<file path="src/rtl/unit_dispatcher_if.sv">
// Request/done/start bundle between the request source, the worker pool and unit_dispatcher.
interface unit_dispatcher_if #(
  parameter int unsigned N      = 13,
  parameter int unsigned QDEPTH = 4
);
  localparam int unsigned PW = $clog2(QDEPTH + 1);

  logic          en;
  logic          req;
  logic [N-1:0]  done;
  logic [N-1:0]  start_out;
  logic [N-1:0]  busy;
  logic [PW-1:0] pending;
  logic          queue_full;
  logic          overflow;
  logic          idle;
  logic [N-1:0]  timeout_err;

  modport master (
    output en, req, done,
    input  start_out, busy, pending, queue_full, overflow, idle, timeout_err
  );

  modport slave (
    input  en, req, done,
    output start_out, busy, pending, queue_full, overflow, idle, timeout_err
  );
endinterface

</file>
<file path="src/rtl/unit_dispatcher.sv">
// Round-robin dispatcher of queued start requests onto a pool of N worker units.
// Optional per-unit watchdog enabled by defining DISPATCH_TIMEOUT_EN.
module unit_dispatcher #(
  parameter int unsigned N       = 13,
  parameter int unsigned QDEPTH  = 4,
  parameter int unsigned TIMEOUT = 4095
) (
  input  logic            MHz10,
  input  logic            nrst,
  unit_dispatcher_if.slave bus
);
  localparam int unsigned PtrW = (N > 1) ? $clog2(N) : 1;
  localparam int unsigned PW   = $clog2(QDEPTH + 1);

  logic            en;
  logic [N-1:0]    done;
  logic [N-1:0]    start_q;
  logic [N-1:0]    busy_q;
  logic [N-1:0]    busy_d;
  logic [PW-1:0]   pend_q;
  logic [PW-1:0]   pend_d;
  logic            ovf_q;
  logic [PtrW-1:0] rr_q;
  logic [PtrW-1:0] sel;
  logic            found;
  logic            accept;
  logic            drop;
  logic            dispatch;
  logic [N-1:0]    sel_oh;
  logic [N-1:0]    release_v;
  logic [N-1:0]    expire;
  int unsigned     idx;

  assign en   = bus.en;
  assign done = bus.done;

  // First free unit at or after rr_q, wrapping at N-1; uses registered busy only.
  always_comb begin
    found = 1'b0;
    sel   = '0;
    idx   = 0;
    for (int unsigned k = 0; k < N; k++) begin
      idx = 32'(rr_q) + k;
      if (idx >= N) idx = idx - N;
      if (!found && !busy_q[PtrW'(idx)]) begin
        found = 1'b1;
        sel   = PtrW'(idx);
      end
    end
  end

  always_comb begin
    accept    = en && bus.req && (pend_q < PW'(QDEPTH));
    drop      = en && bus.req && (pend_q == PW'(QDEPTH));
    dispatch  = en && (pend_q != '0) && found;
    sel_oh    = dispatch ? ({{(N-1){1'b0}}, 1'b1} << sel) : '0;
    release_v = en ? (done & busy_q) : '0;
    busy_d    = (busy_q & ~release_v & ~expire) | sel_oh;
    pend_d    = pend_q;
    if (accept && !dispatch)      pend_d = pend_q + 1'b1;
    else if (!accept && dispatch) pend_d = pend_q - 1'b1;
  end

  always_ff @(posedge MHz10) begin
    if (!nrst) begin
      start_q <= '0;
      busy_q  <= '0;
      pend_q  <= '0;
      ovf_q   <= 1'b0;
      rr_q    <= '0;
    end else begin
      start_q <= sel_oh;
      busy_q  <= busy_d;
      pend_q  <= pend_d;
      ovf_q   <= drop;
      if (dispatch) rr_q <= (sel == PtrW'(N - 1)) ? '0 : sel + 1'b1;
    end
  end

`ifdef DISPATCH_TIMEOUT_EN
  localparam int unsigned CntW = $clog2(TIMEOUT + 1);

  logic [CntW-1:0] cnt_q [N];
  logic [N-1:0]    err_q;

  // The counter reaching TIMEOUT this cycle reclaims the unit; a same-cycle done wins.
  always_comb begin
    expire = '0;
    for (int unsigned i = 0; i < N; i++) begin
      expire[i] = en && busy_q[i] && !done[i] && (cnt_q[i] == CntW'(TIMEOUT - 1));
    end
  end

  always_ff @(posedge MHz10) begin
    if (!nrst) begin
      for (int unsigned i = 0; i < N; i++) cnt_q[i] <= '0;
      err_q <= '0;
    end else begin
      for (int unsigned i = 0; i < N; i++) begin
        if (sel_oh[i]) begin
          cnt_q[i] <= '0;
        end else if (en && busy_q[i]) begin
          if (done[i] || expire[i]) cnt_q[i] <= '0;
          else                      cnt_q[i] <= cnt_q[i] + 1'b1;
        end
      end
      err_q <= err_q | expire;
    end
  end

  assign bus.timeout_err = err_q;
`else
  logic unused_timeout;

  assign expire          = '0;
  assign bus.timeout_err = '0;
  assign unused_timeout  = ^TIMEOUT;
`endif

  assign bus.start_out  = start_q;
  assign bus.busy       = busy_q;
  assign bus.pending    = pend_q;
  assign bus.overflow   = ovf_q;
  assign bus.queue_full = (pend_q == PW'(QDEPTH));
  assign bus.idle       = (pend_q == '0) && (busy_q == '0);
endmodule

</file>
<file path="src/flat_wrapper.sv">
// flat-port wrapper written by rule: the top's interface ports become plain ports
module unit_dispatcher_flat 
#(
  parameter int unsigned N       = 13,
  parameter int unsigned QDEPTH  = 4,
  parameter int unsigned TIMEOUT = 4095
)
  (MHz10, nrst, bus_en, bus_req, bus_done, bus_start_out, bus_busy, bus_pending, bus_queue_full, bus_overflow, bus_idle, bus_timeout_err);
  unit_dispatcher_if #(.N(N), .QDEPTH(QDEPTH)) bus_i ();
  input  logic MHz10;
  input  logic nrst;
  input wire logic [$bits(bus_i.en)-1:0] bus_en;
  input wire logic [$bits(bus_i.req)-1:0] bus_req;
  input wire logic [$bits(bus_i.done)-1:0] bus_done;
  output wire logic [$bits(bus_i.start_out)-1:0] bus_start_out;
  output wire logic [$bits(bus_i.busy)-1:0] bus_busy;
  output wire logic [$bits(bus_i.pending)-1:0] bus_pending;
  output wire logic [$bits(bus_i.queue_full)-1:0] bus_queue_full;
  output wire logic [$bits(bus_i.overflow)-1:0] bus_overflow;
  output wire logic [$bits(bus_i.idle)-1:0] bus_idle;
  output wire logic [$bits(bus_i.timeout_err)-1:0] bus_timeout_err;
  assign bus_i.en = bus_en;
  assign bus_i.req = bus_req;
  assign bus_i.done = bus_done;
  assign bus_start_out = bus_i.start_out;
  assign bus_busy = bus_i.busy;
  assign bus_pending = bus_i.pending;
  assign bus_queue_full = bus_i.queue_full;
  assign bus_overflow = bus_i.overflow;
  assign bus_idle = bus_i.idle;
  assign bus_timeout_err = bus_i.timeout_err;
  unit_dispatcher #(.N(N), .QDEPTH(QDEPTH), .TIMEOUT(TIMEOUT)) u_core (.MHz10(MHz10), .nrst(nrst), .bus(bus_i));
endmodule
</file>
<file path="config.mk">
export PLATFORM = sky130hd
export DESIGN_NAME = unit_dispatcher_flat
export DESIGN_NICKNAME = d
export VERILOG_FILES = /design/src/rtl/unit_dispatcher_if.sv /design/src/rtl/unit_dispatcher.sv /design/src/flat_wrapper.sv
export SDC_FILE = /design/constraint.sdc
export NUM_CORES = 1
export LEC_CHECK = 0
export CORE_UTILIZATION = 35
export DETAILED_ROUTE_END_ITERATION = 6
export DONT_BUFFER_PORTS = 1
export MAX_ROUTING_LAYER = met4
export PLACE_DENSITY_LB_ADDON = 0.15
export SKIP_CTS_REPAIR_TIMING = 1
export SYNTH_ARGS = -nofsm -noshare
export SYNTH_HDL_FRONTEND = slang
export SYNTH_SLANG_ARGS = --single-unit
</file>
<file path="constraint.sdc">
create_clock -name MHz10 -period 16.3 [get_ports MHz10]
set_clock_uncertainty 0.1 [all_clocks]
set_input_delay 1.63 -clock MHz10 [delete_from_list [all_inputs] [get_ports MHz10]]
set_output_delay 1.63 -clock MHz10 [all_outputs]
set_load 0.02 [all_outputs]
</file>
Word-level counts from Yosys, hierarchy flattened --
Cells that the tools add are included.
Operators by class: add/subtract/negate cells 28, order comparisons 27, eq/ne operators 2, shift-type cells 1, muxes and demuxes 70, bitwise logic cells 4, reduce and logical (&&, ||, !) cells 49
Operators by type and width (count):
- two-way mux 4 bit | 27
- less-than comparator 4 x 5 -> 1 bit, second input constant | 13
- greater-or-equal comparator 5 x 4 -> 1 bit, second input constant | 12
- binary-select mux 1 bit (select 4 bit) | 13
- subtractor 4 bit, second input constant | 13
- AND 13 bit | 2
- two-way mux 1 bit | 26
- two-way mux 13 bit | 2
- adder 4 x 4 -> 5 bit, second input constant | 5
- logical NOT 1 bit | 25
- adder 4 x 3 -> 5 bit, second input constant | 4
- logical AND 1 bit | 20
- logical NOT 13 bit | 1
- NOT 13 bit | 1
- OR 13 bit | 1
- left shift 1 x 4 -> 13 bit, first input constant | 1
- adder 4 x 2 -> 5 bit, second input constant | 2
- two-way mux 3 bit | 2
- adder 4 x 1 -> 5 bit, second input constant | 1
- adder 4 x 1 -> 4 bit, second input constant | 1
- == test 4 bit, second input constant | 1
- greater-or-equal comparator 4 bit, second input constant | 1
- adder 3 x 1 -> 3 bit, second input constant | 1
- == test 3 bit, second input constant | 1
- other kinds (5) | 5
Word-level totals: bits in registers 34

Longest topological paths before layout --
depth after elaboration 45, gate-level depth with buffers 28, depth with buffers taken out 20

Worst setup path after synthesis --
No wires, ideal clock.
kind reg2reg, start point register u_core.rr_q[0], end point register u_core.pend_q[2] (netlist: u_core.bus.pending[2]), arrival 6.288 ns, required time 16.124 ns, path slack 9.836 ns, cell stages (with the launch flop) 26, path buffers 6, clock period less this slack 6.464 ns, path through dfxtp_1 -> buf_2 -> inv_1 -> buf_2 -> clkbuf_1 -> buf_2 -> buf_1 -> ha_1 -> buf_4 -> or3b_4 -> o211ai_2 -> o211ai_1 -> or2_2 -> a221o_1 -> a21o_1 -> or4_4 -> nor3_1 -> and2_1 -> a211oi_1 -> inv_1 -> ha_1 -> inv_1 -> fa_1 -> xor2_1 -> or3_1 -> a21boi_0
On the way: word-level cells in the longest chain between the ends 45, elaborated cells on any way between the ends 131
RTL lines:
- start, declared | line unit_dispatcher.sv:23 | logic [PtrW-1:0] rr_q;
- start signal, assigned | line unit_dispatcher.sv:76 | if (dispatch) rr_q <= (sel == PtrW'(N - 1)) ? '0 : sel + 1'b1;
- adder 4 x 1 -> 5 bit | line unit_dispatcher.sv:43 | idx = 32'(rr_q) + k;
- subtractor 4 bit / greater-or-equal comparator 5 x 4 -> 1 bit (equally long branches) | line unit_dispatcher.sv:44 | if (idx >= N) idx = idx - N;
- two-way mux 4 bit | line unit_dispatcher.sv:44
- binary-select mux 1 bit (select 4 bit) | line unit_dispatcher.sv:45 | if (!found && !busy_q[PtrW'(idx)]) begin
- two-way mux 1 bit (implied by the code) | line unit_dispatcher.sv:45
- logical NOT 1 bit | line unit_dispatcher.sv:45
- logical AND 1 bit | line unit_dispatcher.sv:45
- two-way mux 1 bit | line unit_dispatcher.sv:45
- [29 not listed]
- two-way mux 1 bit | line unit_dispatcher.sv:45
- logical NOT 1 bit | line unit_dispatcher.sv:45
- logical AND 1 bit | line unit_dispatcher.sv:45
- two-way mux 1 bit (*) | line unit_dispatcher.sv:45
- logical AND 1 bit (*) | line unit_dispatcher.sv:55 | dispatch = en && (pend_q != '0) && found;
- logical NOT 1 bit | line unit_dispatcher.sv:60 | if (accept && !dispatch) pend_d = pend_q + 1'b1;
- logical AND 1 bit | line unit_dispatcher.sv:60
- two-way mux 3 bit / nonzero test 2 bit (equally long branches)
- end signal, assigned | line unit_dispatcher.sv:74 | pend_q <= pend_d;
- end, declared | line unit_dispatcher.sv:20 | logic [PW-1:0] pend_q;
Mark *: on every way between the ends. The rest lies on a longest branch, timed or not. The select of a mux whose other input is x is not followed. A chain may end at the register's enable or synchronous reset.

Worst setup path in the final report --
Ends and elaborated chain as after synthesis.

==> impl_metrics.json <==
{
  "antenna_found_initial": 1,
  "path_cells": "inv_2, buf_4, ha_2, buf_4, mux2i_1, inv_1, o21ai_0, o21a_1, o221ai_1, o221ai_1, or4_4, nor3_1, and2_1, a211oi_1, inv_1, ha_1, inv_1, fa_1, xor2_1, or3_1, a21boi_0",
  "synth_area_leader_cell": "dfxtp_1",
  "crit_top_cell": "inv_1",
  "slew_viol_final": 0,
  "syn2layout_area_growth_pct": 2.94,
  "routedWlPerCell_um": 25.9,
  "fin_util_pct": 37.2,
  "clkTransAtPathRegs_ns": 0.05,
  "cts_buffers": 5,
  "holdWs_ns": 0.383,
  "drt_pass1_iterations": 7,
  "reg2reg_depth": 21,
  "die_h_um": 153,
  "rr_startpoint": "u_core.rr_q[0]$_SDFFE_PN0P_",
  "grt_usage_pct": 30.6,
  "die_w_um": 153,
  "worst_pin_slew_ns": 1.03,
  "power_density_nw_per_um2": 204,
  "min_from": "u_core.bus.busy[2]$_SDFF_PN0_",
  "grt_pass1_wl_um": 53900,
  "cts_tree": "yes",
  "synth-edff-count": 0,
  "hold_path.class": "flip-flop to flip-flop",
  "port_buffers": 0,
  "maxSlewHeadroom_pct": 31.0,
  "ys_seq_area_share_pct": 8.55,
  "outcome": "complete, but fails checks",
  "critPathSlowestCell": "dfxtp_4",
  "vias_per_cell": 6.77,
  "dr_total_vias": 9251,
  "yosys_warnings": 0,
  "cp_slowest_stage_delay_ns": 0.75,
  "core_sq_um": 22000,
  "holdPathStages": 1,
  "start_util_pct": 36.1,
  "min_period_over_period_pct": 46.4,
  "avgSynthCellArea_sq_um": 6.91,
  "synth_seq_cells": 34,
  "num_rows": 54,
  "globalplace.congestion": 1.03,
  "syn-instance-count": 1152,
  "vdd_ir_drop_max_mv": 0.128,
  "synth.area.top_cells": "dfxtp_1 (8.6%), nand2_1 (6.0%), mux2i_1 (5.7%)",
  "ios": 62,
  "grt_pass1_vias": 8721,
  "power.total_w": 0.00167,
  "syn-cell-area_sq_um": 7960,
  "grt_overflow": 0,
  "max_cap_viol_count": 0,
  "dieArea_sq_um": 23300,
  "worstPathMaxFanout": 59,
  "synth.top_cell.area_share_pct": 8.55,
  "setup_tns_ns": 0,
  "drt_iter0_markers": 931,
  "rsz0062_at_grt": "false",
  "drive_gt1_share_pct": 10.9,
  "cts-root-buf": "clkbuf_16",
  "startpoint_type": "flip-flop",
  "cts_buffer_depth": 2,
  "violations": "design-rule violations",
  "reg2reg_to": "u_core.bus.pending[2]$_SDFFE_PN0P_",
  "insertion_delay_ns": 0.28,
  "min_to": "u_core.bus.busy[2]$_SDFF_PN0_",
  "async_reset_ff_share_pct": 0,
  "route.detailed.drc": 11,
  "htree_levels": 2,
  "cp-end-kind": "flip-flop",
  "fin_crit_ns": 7.56,
  "cpLargestDelayFamily": "simple AND/OR/NAND/NOR gates",
  "synth-main-ff-cell": "dfxtp_1",
  "arrival_ns": 7.65,
  "wl_um": 35400,
  "cts.sinks": 34,
  "cp_num_buf_inv": 6,
  "hpwl_um": 25500,
  "hold_viol_final": 0,
  "synthDistinctLibCells": 105,
  "leakage_nw": 2.88,
  "worstPathRequired_ns": 16.40,
  "ant_nets": 0,
  "grt_max_degree": 63,
  "finish.net_count": 1127,
  "fmax_ghz": 0.132,
  "path_class": "flip-flop to flip-flop",
  "setup_viol": 0,
  "r2r_slack_ns": 8.74
}
## state kept, by name, summed over array words and instances, names as in the netlist
register              flops
u_core.bus.busy          13
u_core.bus.overflow       1
u_core.bus.pending        3
u_core.bus.start_out     13
u_core.rr_q               4
## power breakdown
group / switching, W / internal (W) / total, W
Combinational: 0.000955 / 0.000472 / 0.00143
Clock: 0.0000348 / 0.0000692 / 0.000104
Sequential: 0.0000404 / 0.0000958 / 0.000136
## worst max path at each step
stage                                      startpoint                                 end  slack, ns  cells past startpoint
after global routing      u_core.rr_q[0]$_SDFFE_PN0P_  u_core.bus.pending[2]$_SDFFE_PN0P_       8.19                     20
after global placement    u_core.rr_q[0]$_SDFFE_PN0P_  u_core.bus.pending[2]$_SDFFE_PN0P_       8.98                     20
after detailed placement  u_core.rr_q[0]$_SDFFE_PN0P_  u_core.bus.pending[2]$_SDFFE_PN0P_       8.92                     21
final                     u_core.rr_q[0]$_SDFFE_PN0P_  u_core.bus.pending[2]$_SDFFE_PN0P_       8.74                     21
after CTS                 u_core.rr_q[0]$_SDFFE_PN0P_  u_core.bus.pending[2]$_SDFFE_PN0P_       8.84                     21
after floorplan           u_core.rr_q[0]$_SDFFE_PN0P_  u_core.bus.pending[2]$_SDFFE_PN0P_       9.84                     25
## area by class of cell
class                      count  area (sq um)
fill                        2390         13800
timing repair buffer          29           218
multi-input combinational    986          6660
antenna                        1          2.50
clock buffer                   7           164
inverter                      30           113
tap                          280           350
sequential                    34           686
## cell families after synthesis
family / after synthesis / share of synthesized area, %
mux: 72 / 10.8
xor+xnor: 29 / 3.52
simple gates: 452 / 29.4
other cells: 1 / 0.0471
fa+ha+maj: 25 / 3.99
buf+inv: 144 / 8.46
flops: 34 / 8.55
compound gates: 395 / 35.3
## through the flow
step / setup WS [ns] / cell area (sq um) / std cells
2_1_floorplan: 9.84 / 8000 / 1164
3_3_place_gp: 8.98 / 8030 / 1359
3_5_place_dp: 8.92 / 8030 / 1359
4_1_cts: 8.84 / 8190 / 1366
5_1_grt: 8.19 / 8190 / 1367
6_report: 8.74 / 8190 / 1367
## layer usage
layer	GRT usage, %	vias up	routed length, um
met1	40.2	4405	15100
met5	-	-	0
met2	47.4	533	15900
met3	3.19	102	2850
li1	-	4211	-
met4	13.4	0	1530
## cells in the final DEF, fill, tap and decap left out, drive strengths merged, types with 10 or more instances in the layout
master / instances
a31o: 12
nand2: 127
buf: 29
o221ai: 10
nor3: 49
nor2b: 16
mux2i: 45
conb: 13
xnor2: 24
nand2b: 30
o21a: 17
nand3: 51
a211oi: 23
a21o: 15
dfxtp: 34
nor2: 71
o2111ai: 10
and2: 20
o22ai: 13
a21boi: 12
nand4: 16
inv: 29
nor4: 15
ha: 23
and3: 13
a31oi: 15
o211ai: 23
o21ai: 73
mux2: 18
a21oi: 73
## synthesized netlist by cell type, types with 9 or more instances
cell type,count
a211oi_1,22
a31o_2,10
nand3_1,50
a21oi_1,71
o211a_1,9
nand2b_1,30
nor2b_1,15
clkbuf_1,54
nor3_1,46
o211ai_1,22
a31oi_1,15
xnor2_1,24
and3_1,13
inv_1,27
o21ai_0,70
mux4_2,9
and2_1,19
nand2_1,127
mux2i_1,45
buf_4,23
o21a_1,17
nand4_1,16
a21boi_0,10
nor4_1,14
buf_1,10
o22ai_1,13
mux2_2,18
a21o_1,15
nor2_1,70
buf_2,25
dfxtp_1,34
ha_1,23
o2111ai_1,10
Power figures use the tool's default switching activity.
